[src/rtl/pwm_ramp_sequencer.sv]
// Shared PWM duty ramp and device hand-over sequencer (soft start/stop, dead time).
// Optional macro LED_NO_RAMP_EN: the LED skips ramping in both directions.
module pwm_ramp_sequencer #(
  parameter int unsigned RAMP_DIV   = 50000,
  parameter int unsigned RAMP_STEP  = 250,
  parameter int unsigned DEAD_TICKS = 10,
  parameter int unsigned DUTY_MAX   = 25000
) (
  input  logic        i_clk,
  input  logic        i_rst_n,
  input  logic [1:0]  i_boton_sel,
  input  logic [14:0] i_pwm_target,
  output logic [14:0] o_pwm_duty,
  output logic [1:0]  o_sel_active,
  output logic        o_busy
);

  localparam int unsigned PW = (RAMP_DIV > 1) ? $clog2(RAMP_DIV) : 1;
  localparam int unsigned DW = $clog2(DEAD_TICKS + 1);
  localparam logic [PW-1:0] PRESC_LAST = PW'(RAMP_DIV - 1);
  localparam logic [DW-1:0] DEAD_LAST  = DW'(DEAD_TICKS - 1);
  localparam logic [15:0]   STEP16     = 16'(RAMP_STEP);
  localparam logic [14:0]   DUTY_CLAMP = 15'(DUTY_MAX);

  typedef enum logic [1:0] {IDLE, TRACK, RAMP_DOWN, DEAD} state_t;

  state_t          r_state;
  logic [PW-1:0]   r_presc;
  logic [DW-1:0]   r_dead_cnt;
  logic [14:0]     r_duty;
  logic [1:0]      r_sel;

  logic            w_tick;
  logic            w_led_fast;
  logic [14:0]     w_tgt;
  logic [15:0]     w_diff_up;
  logic [15:0]     w_diff_dn;
  logic [15:0]     w_step_up;
  logic [15:0]     w_step_dn;
  logic [15:0]     w_step_zero;
  logic [14:0]     w_duty_track;
  logic [14:0]     w_duty_down;

  // Steps are limited to the remaining distance so duty never overshoots or wraps.
  always_comb begin
    w_tick      = (r_presc == PRESC_LAST);
    w_tgt       = (i_pwm_target > DUTY_CLAMP) ? DUTY_CLAMP : i_pwm_target;
    w_diff_up   = {1'b0, w_tgt} - {1'b0, r_duty};
    w_diff_dn   = {1'b0, r_duty} - {1'b0, w_tgt};
    w_step_up   = (w_diff_up > STEP16) ? STEP16 : w_diff_up;
    w_step_dn   = (w_diff_dn > STEP16) ? STEP16 : w_diff_dn;
    w_step_zero = ({1'b0, r_duty} > STEP16) ? STEP16 : {1'b0, r_duty};
    w_duty_track = (r_duty < w_tgt) ? 15'({1'b0, r_duty} + w_step_up)
                                    : 15'({1'b0, r_duty} - w_step_dn);
    w_duty_down  = 15'({1'b0, r_duty} - w_step_zero);
`ifdef LED_NO_RAMP_EN
    w_led_fast = (r_sel == 2'b11);
`else
    w_led_fast = 1'b0;
`endif
    o_busy = (r_state == RAMP_DOWN) || (r_state == DEAD) ||
             ((r_state == TRACK) && (r_duty != w_tgt));
  end

  always_ff @(posedge i_clk or negedge i_rst_n) begin
    if (!i_rst_n) begin
      r_presc <= '0;
    end else if (w_tick) begin
      r_presc <= '0;
    end else begin
      r_presc <= r_presc + 1'b1;
    end
  end

  always_ff @(posedge i_clk or negedge i_rst_n) begin
    if (!i_rst_n) begin
      r_state    <= IDLE;
      r_duty     <= '0;
      r_sel      <= '0;
      r_dead_cnt <= '0;
    end else begin
      case (r_state)
        IDLE: begin
          r_duty <= '0;
          r_sel  <= i_boton_sel;
          if (i_boton_sel != 2'b00) r_state <= TRACK;
        end
        TRACK: begin
          if (i_boton_sel != r_sel) begin
            r_state <= RAMP_DOWN;
          end else if (w_led_fast) begin
            r_duty <= w_tgt;
          end else if (w_tick) begin
            r_duty <= w_duty_track;
          end
        end
        RAMP_DOWN: begin
          // Abort has priority over the duty==0 hand-over.
          if (i_boton_sel == r_sel) begin
            r_state <= TRACK;
          end else if (r_duty == '0) begin
            r_sel      <= '0;
            r_dead_cnt <= '0;
            r_state    <= DEAD;
          end else if (w_led_fast) begin
            r_duty <= '0;
          end else if (w_tick) begin
            r_duty <= w_duty_down;
          end
        end
        DEAD: begin
          r_duty <= '0;
          if (w_tick) begin
            if (r_dead_cnt == DEAD_LAST) begin
              r_sel   <= i_boton_sel;
              r_state <= (i_boton_sel == 2'b00) ? IDLE : TRACK;
            end else begin
              r_dead_cnt <= r_dead_cnt + 1'b1;
            end
          end
        end
        default: r_state <= IDLE;
      endcase
    end
  end

  assign o_pwm_duty   = r_duty;
  assign o_sel_active = r_sel;

endmodule

[config.mk]
export PLATFORM = sky130hd
export DESIGN_NAME = pwm_ramp_sequencer
export DESIGN_NICKNAME = d
export VERILOG_FILES = /design/src/rtl/pwm_ramp_sequencer.sv
export SDC_FILE = /design/constraint.sdc
export NUM_CORES = 1
export LEC_CHECK = 0
export CAP_MARGIN = 20
export CORE_AREA = 2 2 78 110
export DETAILED_ROUTE_END_ITERATION = 10
export DIE_AREA = 0 0 80 112
export PLACE_DENSITY_LB_ADDON = 0.08
export SLEW_MARGIN = 15
export SYNTH_ARGS = -nofsm -noshare
export SYNTH_HDL_FRONTEND = slang
export SYNTH_SLANG_ARGS = --single-unit
[constraint.sdc]
create_clock -name i_clk -period 7.8 [get_ports i_clk]
set_input_delay 0.78 -clock i_clk [delete_from_list [all_inputs] [get_ports i_clk]]
set_output_delay 0.78 -clock i_clk [all_outputs]
set_load 0.1 [all_outputs]
# Yosys cells after proc, flatten, opt, wreduce, memory -nomap -nowiden
# Cells that the tools add are included.
# classes
n_mul,0
add_sub_neg,7
n_eq_ne,20
n_lt_le_gt_ge,5
n_shift,0
n_mux,30
reduce_logical,14
div,0
bitwise,0
# ops
op,n
15-bit 2-to-1 mux,10
15-bit case mux with 3 select lines,1
"16-bit by 8-bit greater-than comparator with 1-bit output, second input constant",2
15-bit by 15-bit subtractor with 16-bit output,2
15-bit subtractor,2
2-bit 2-to-1 mux,10
5-bit AND reduction,4
"16-bit by 1-bit adder with 16-bit output, second input constant",1
"16-bit == test, second input constant",1
16-bit 2-to-1 mux,1
4-bit 2-to-1 mux,4
"2-bit != test, second input constant",8
15-bit adder,1
"15-bit greater-than comparator, second input constant",1
"15-bit by 8-bit greater-than comparator with 1-bit output, second input constant",1
15-bit logical NOT,1
15-bit less-than comparator,1
15-bit != test,1
2-bit case mux with 4 select lines,1
4-bit case mux with 2 select lines,1
"2-bit by 1-bit != test with 1-bit output, second input constant",3
2-bit case mux with 3 select lines,1
"4-bit by 1-bit adder with 4-bit output, second input constant",1
"2-bit == test, second input constant",2
12 further kinds,15
# totals
latch_bits,0
memories,0
rom_bits,0
mem_bits_rw,0
output_inout_bits,18
reg_bits,39

# Depth between registers and ports, before layout
# Gate-level depths: netlist of run 1.
# depth
depth_word,10
ltp_mapped,33

# Least setup slack after synthesis of run 1
# Ideal clock, no wire load.
# synth_timing
kind,in2reg
start,in i_pwm_target[0]
end,"reg r_duty[14], in the netlist o_pwm_duty[14]"
arrival_time_ns,6.976
cell_stages,29
path_slack_ns,0.740
setup_ns,0.083
path_cell_list,o31a_1 -> o21a_1 -> o211ai_1 -> a21o_1 -> nand2b_1 -> ha_1 -> buf_6 -> a21oi_2 -> a21oi_1 -> or3_1 -> o311a_1 -> nor4_1 -> or3b_2 -> clkbuf_1 -> nor2_1 -> ha_1 -> nand2_1 -> nor2_1 -> or4b_1 -> or4_4 -> o21ai_0 -> ha_1 -> and3_1 -> a211o_1 -> o211ai_1 -> o21ai_0 -> xnor2_1 -> or4_1 -> o21ai_0
# synth_between
elab_chain_cells,10
# synth_lines
item,line_no,source
from (decl),12,"input logic [14:0] i_pwm_target,"
15-bit greater-than comparator,47,w_tgt = (i_pwm_target > DUTY_CLAMP) ? DUTY_CLAMP : i_pwm_target;
15-bit 2-to-1 mux (*),47,
"15-bit by 15-bit subtractor with 16-bit output, on equally long branches","49, 48",
"16-bit by 8-bit greater-than comparator with 1-bit output, on equally long branches","51, 50",
"15-bit 2-to-1 mux, on equally long branches","51, 50",
15-bit subtractor or 15-bit adder (tied branches),"54, 53",
15-bit 2-to-1 mux (*),53,"w_duty_track = (r_duty < w_tgt) ? 15'({1'b0, r_duty} + w_step_up)"
15-bit 2-to-1 mux (*),93,end else if (w_tick) begin
15-bit 2-to-1 mux (*),89,if (i_boton_sel != r_sel) begin
15-bit case mux with 3 select lines (*),82,case (r_state)
to (signal assigned),92,r_duty <= w_tgt;
to (signal assigned),94,r_duty <= w_duty_track;
to (signal assigned),108,r_duty <= w_duty_down;
to (decl),30,logic [14:0] r_duty;
# Every way passes the cells marked *; elsewhere a longest branch is shown, timed or not. The select of a mux whose other input is x is not followed.
# A chain may end at the register's enable or synchronous reset.

# Worst setup path in the final report of run 1
# layout_timing
start,in i_pwm_target[3]
end,"reg r_duty[13], in the netlist o_pwm_duty[13]"
# Same word-level chain as after synthesis.

==> results of run 1 <==
==> power groups by stage <==
stage,clock (mW),combinational (mW),sequential (mW)
floorplan,0,1.21,0.526
global placement,0,1.88,0.326
detailed placement,0,1.93,0.330
CTS,0.212,1.94,0.327
global route,0.221,2.15,0.337
finish,0.210,1.97,0.328
==> how the worst max path moves through the flow <==
| stage | start | endpoint | slack, ns | depth (start not counted) |
|---|---|---|---|---|
| after global routing | i_pwm_target[0] | o_pwm_duty[14] | -0.11 | 29 |
| after detailed placement | i_pwm_target[0] | o_pwm_duty[14] | -0.16 | 31 |
| after global placement | i_pwm_target[0] | o_pwm_duty[14] | 0.1 | 31 |
| after CTS | i_pwm_target[0] | o_pwm_duty[13] | 0.11 | 33 |
| after floorplan | i_pwm_target[0] | o_pwm_duty[14] | 0.74 | 29 |
| final | i_pwm_target[3] | o_pwm_duty[13] | 0.39 | 33 |
==> per-layer routing <==
| metal | track usage [%] | vias up |
|---|---|---|
| met2 | 57.6 | 154 |
| met1 | 31.9 | 2295 |
| met3 | 2.19 | 50 |
| met4 | 19.1 | 0 |
| li1 | - | 2369 |
| met5 | 0 | - |
==> sequential cells by signal, summed over array words and instances, names as in the netlist <==
register and flops:
o_pwm_duty 15, r_state 2, r_presc 16, r_dead_cnt 4
o_sel_active 2
==> final cells by class <==
class / instances / area share [%]
clock buffers: 8 / 2.74
inverters: 51 / 3.36
multi-input cells: 517 / 62.4
flip-flops and latches: 39 / 17.1
well taps: 102 / 2.24
repair buffers: 81 / 12.1
==> repair_timing <==
action                                  CTS  global route
endpoints found under the setup margin    0             4
resized for setup                         0            10
buffers inserted                          0             1
==> cells in the final DEF (no fill, tap or decap), types with 3 or more instances in the layout <==
master,n
a211o_1,4
a211oi_1,3
a21o_1,6
a21oi_1,45
a21oi_2,3
a22o_1,7
a31oi_1,4
and2_1,3
and3_1,6
buf_4,45
clkbuf_16,5
clkdlybuf4s50_1,35
dfrtp_1,39
fa_1,3
ha_1,53
inv_1,51
mux2i_1,5
nand2_1,59
nand2b_1,13
nand3_1,16
nand3b_1,4
nand4_1,11
nor2_1,63
nor2b_1,13
nor3_1,15
nor4_1,9
nor4b_1,3
o211ai_1,5
o21a_1,7
o21ai_0,36
o21ai_1,3
o311ai_0,3
o31a_1,3
o31ai_1,13
or3_1,5
or4_1,3
xnor2_1,23
xor2_1,24
==> cells in the mapped netlist, drive strengths merged, types with 3 or more instances <==
master	count
clkbuf	13
nand4	11
nor2	64
a211o	4
buf	9
mux2i	5
o31ai	13
o311ai	3
a21oi	48
nand2	59
or3	6
and3	6
nor3	15
o31a	4
dfrtp	39
nor4b	3
nor2b	13
a21o	6
nand3b	4
nand3	17
and2	3
xor2	24
xnor2	23
o21ai	40
o211ai	5
nor4	10
ha	54
nand2b	13
or4	5
a211oi	4
a22o	7
a31oi	5
fa	3
o21a	7
inv	51
==> worst max-delay path, delay by kind of cell <==
family,cells,cell delay [ns]
fa+ha+maj,4,1.01
simple gates,14,2.98
buf+inv,4,0.84
xor+xnor,1,0.13
compound gates,10,1.84
==> per-stage QoR <==
stage          power, mW  std cells
5_1_grt             2.71        798
3_3_place_gp        2.21        788
3_5_place_dp        2.26        788
4_1_cts             2.48        796
6_report            2.51        798
2_1_floorplan       1.74        628
==> logic make-up after synthesis <==
| logic type | count (synthesis) | share of synthesized area, % |
|---|---|---|
| AO/OA/AOI/OAI | 167 | 23.1 |
| AND/OR/NAND/NOR | 238 | 24.8 |
| flip-flops | 39 | 20.4 |
| multiplexers | 7 | 1.52 |
| XOR/XNOR | 47 | 8.59 |
| buffers and inverters | 73 | 6.30 |
| adder cells (fa/ha/maj) | 57 | 15.4 |
==> flow_summary.ini, run 1 <==
[run_status]
status = complete, no violations

[power]
intPower_mw = 1.16
switchingPower_mw = 1.35
power_frac_seq_pct = 13.1
total_leakage_power_nw = 2.60
pwr-share-clk_pct = 8.4
p_sw_share_pct = 53.8
power_frac_comb_pct = 78.6
p_per_area_mw_per_mm2 = 440
irDropWorstVdd_uv = 277

[finish]
fin_area_sq_mm = 0.00571
multi_input_area_sq_mm = 0.00356
n_fill_cell = 680
regArea_sq_um = 976
layout-drive-gt1-share_pct = 10.9
diodes = 0
synthToLayoutAreaGrowth_pct = 19.1
fin_nets = 771
fin_util_pct = 71.3

[place]
placed_cell_area_sq_mm = 0.00550
hpwl_mm = 11.2
place_ws_ns = -0.157
port_buffers = 36
gp_congestion = 0.989

[global_routing]
grtUsageTotal_pct = 30.7
grt_overflow = 0
grt_pass1_wl_mm = 22.0
antenna_found_initial = 0
grt_start_max_net_pins = 40
grt_pass1_vias = 4875

[logic_synthesis]
netlist.area_leader.share_pct = 20.4
synth_top_area_cell = dfrtp_1
ys_ff_latch = 39
async_flop_share_pct = 100
synth_ff_type = dfrtp_1
synth_edf_count = 0
ys_seq_area_share_pct = 20.4
syn_nets = 704
synth.distinct_cells = 71
syn_inst = 628
avgSynthCellArea_sq_um = 7.63
netlist_area_sq_mm = 0.00479
synth_warnings = 0
synthTopCellsByArea = dfrtp_1 (20%), ha_1 (14%), nor2_1 (5.0%)

[worst_hold_path]
hp-class = reg2reg
min_to = r_presc[0]
hp-start = r_presc[0]
hold_depth = 1

[worst_setup_path]
critPathMaxFanout = 4
ff2ff_setup_slack_ns = 1.39
slowest_stage = or3b_2
timing.rr.end = o_pwm_duty[14]
cp-start-kind = input pin
end_kind = register
critPathKind = in2reg
r2r_cells = 25
crit_required_ns = 7.98
critPathArrivalTime_ns = 7.58
r2r_start = o_pwm_duty[9]
critPathMaxStageDelay_ns = 0.50

[drt]
wire_per_inst_um = 17.1
drc_errors = 0
wl_met1_mm = 5.02
drt_wl_total_mm = 13.7
initialDrtViolationCount = 279
dr.pass1.iters = 5
met3_wirelength_um = 556
num_vias = 4868
met2_length_mm = 7.30
top_layer = met4
ant_nets = 0
via_per_inst = 6.10

[clock_network]
cts_sinks = 39
cts_tree = done
clk_latency_ns = 0.28
clk_pin_slew_ns = 0.05
holdBufCountCts = 0
h-tree-depth = 2
cts-root-buf = clkbuf_16
cts_made_buffers = 5
clockBufferDepth = 2

[die]
start_util_pct = 59.8
io_pins = 37
dieArea_sq_mm = 0.00896
die_h_um = 112
row_count = 39
core-area_sq_mm = 0.00800
die_x_um = 80

[timing]
post-route-min-period_ns = 7.41
skew_ns = 0.00457
layout_setup_ws_ns = 0.393
tns_ns = 0
slew-limit-headroom_pct = 32.7
slew_viol_final = 0
clock.fmax_mhz = 135
hold_viol = 0
setup_viol = 0
post-route-period-util_pct = 95.0
max_slew.worst_pin.slew_ns = 1.01
hold_ws_ns = 0.467

[flow_run]
cap_violations = 0
No activity file was read; power rests on OpenSTA's default activity.
==> run 2, diff against run 1 <==
--- a/config.mk
+++ b/config.mk
@@ -5,6 +5,7 @@
 export SDC_FILE = /design/constraint.sdc
 export NUM_CORES = 1
 export LEC_CHECK = 0
+export ABC_CLOCK_PERIOD_IN_PS = 7800
 export CAP_MARGIN = 20
 export CORE_AREA = 2 2 78 110
 export DETAILED_ROUTE_END_ITERATION = 10
==> results of run 2 <==
The final DEF is identical to that of run 1; final timing and power are the same.
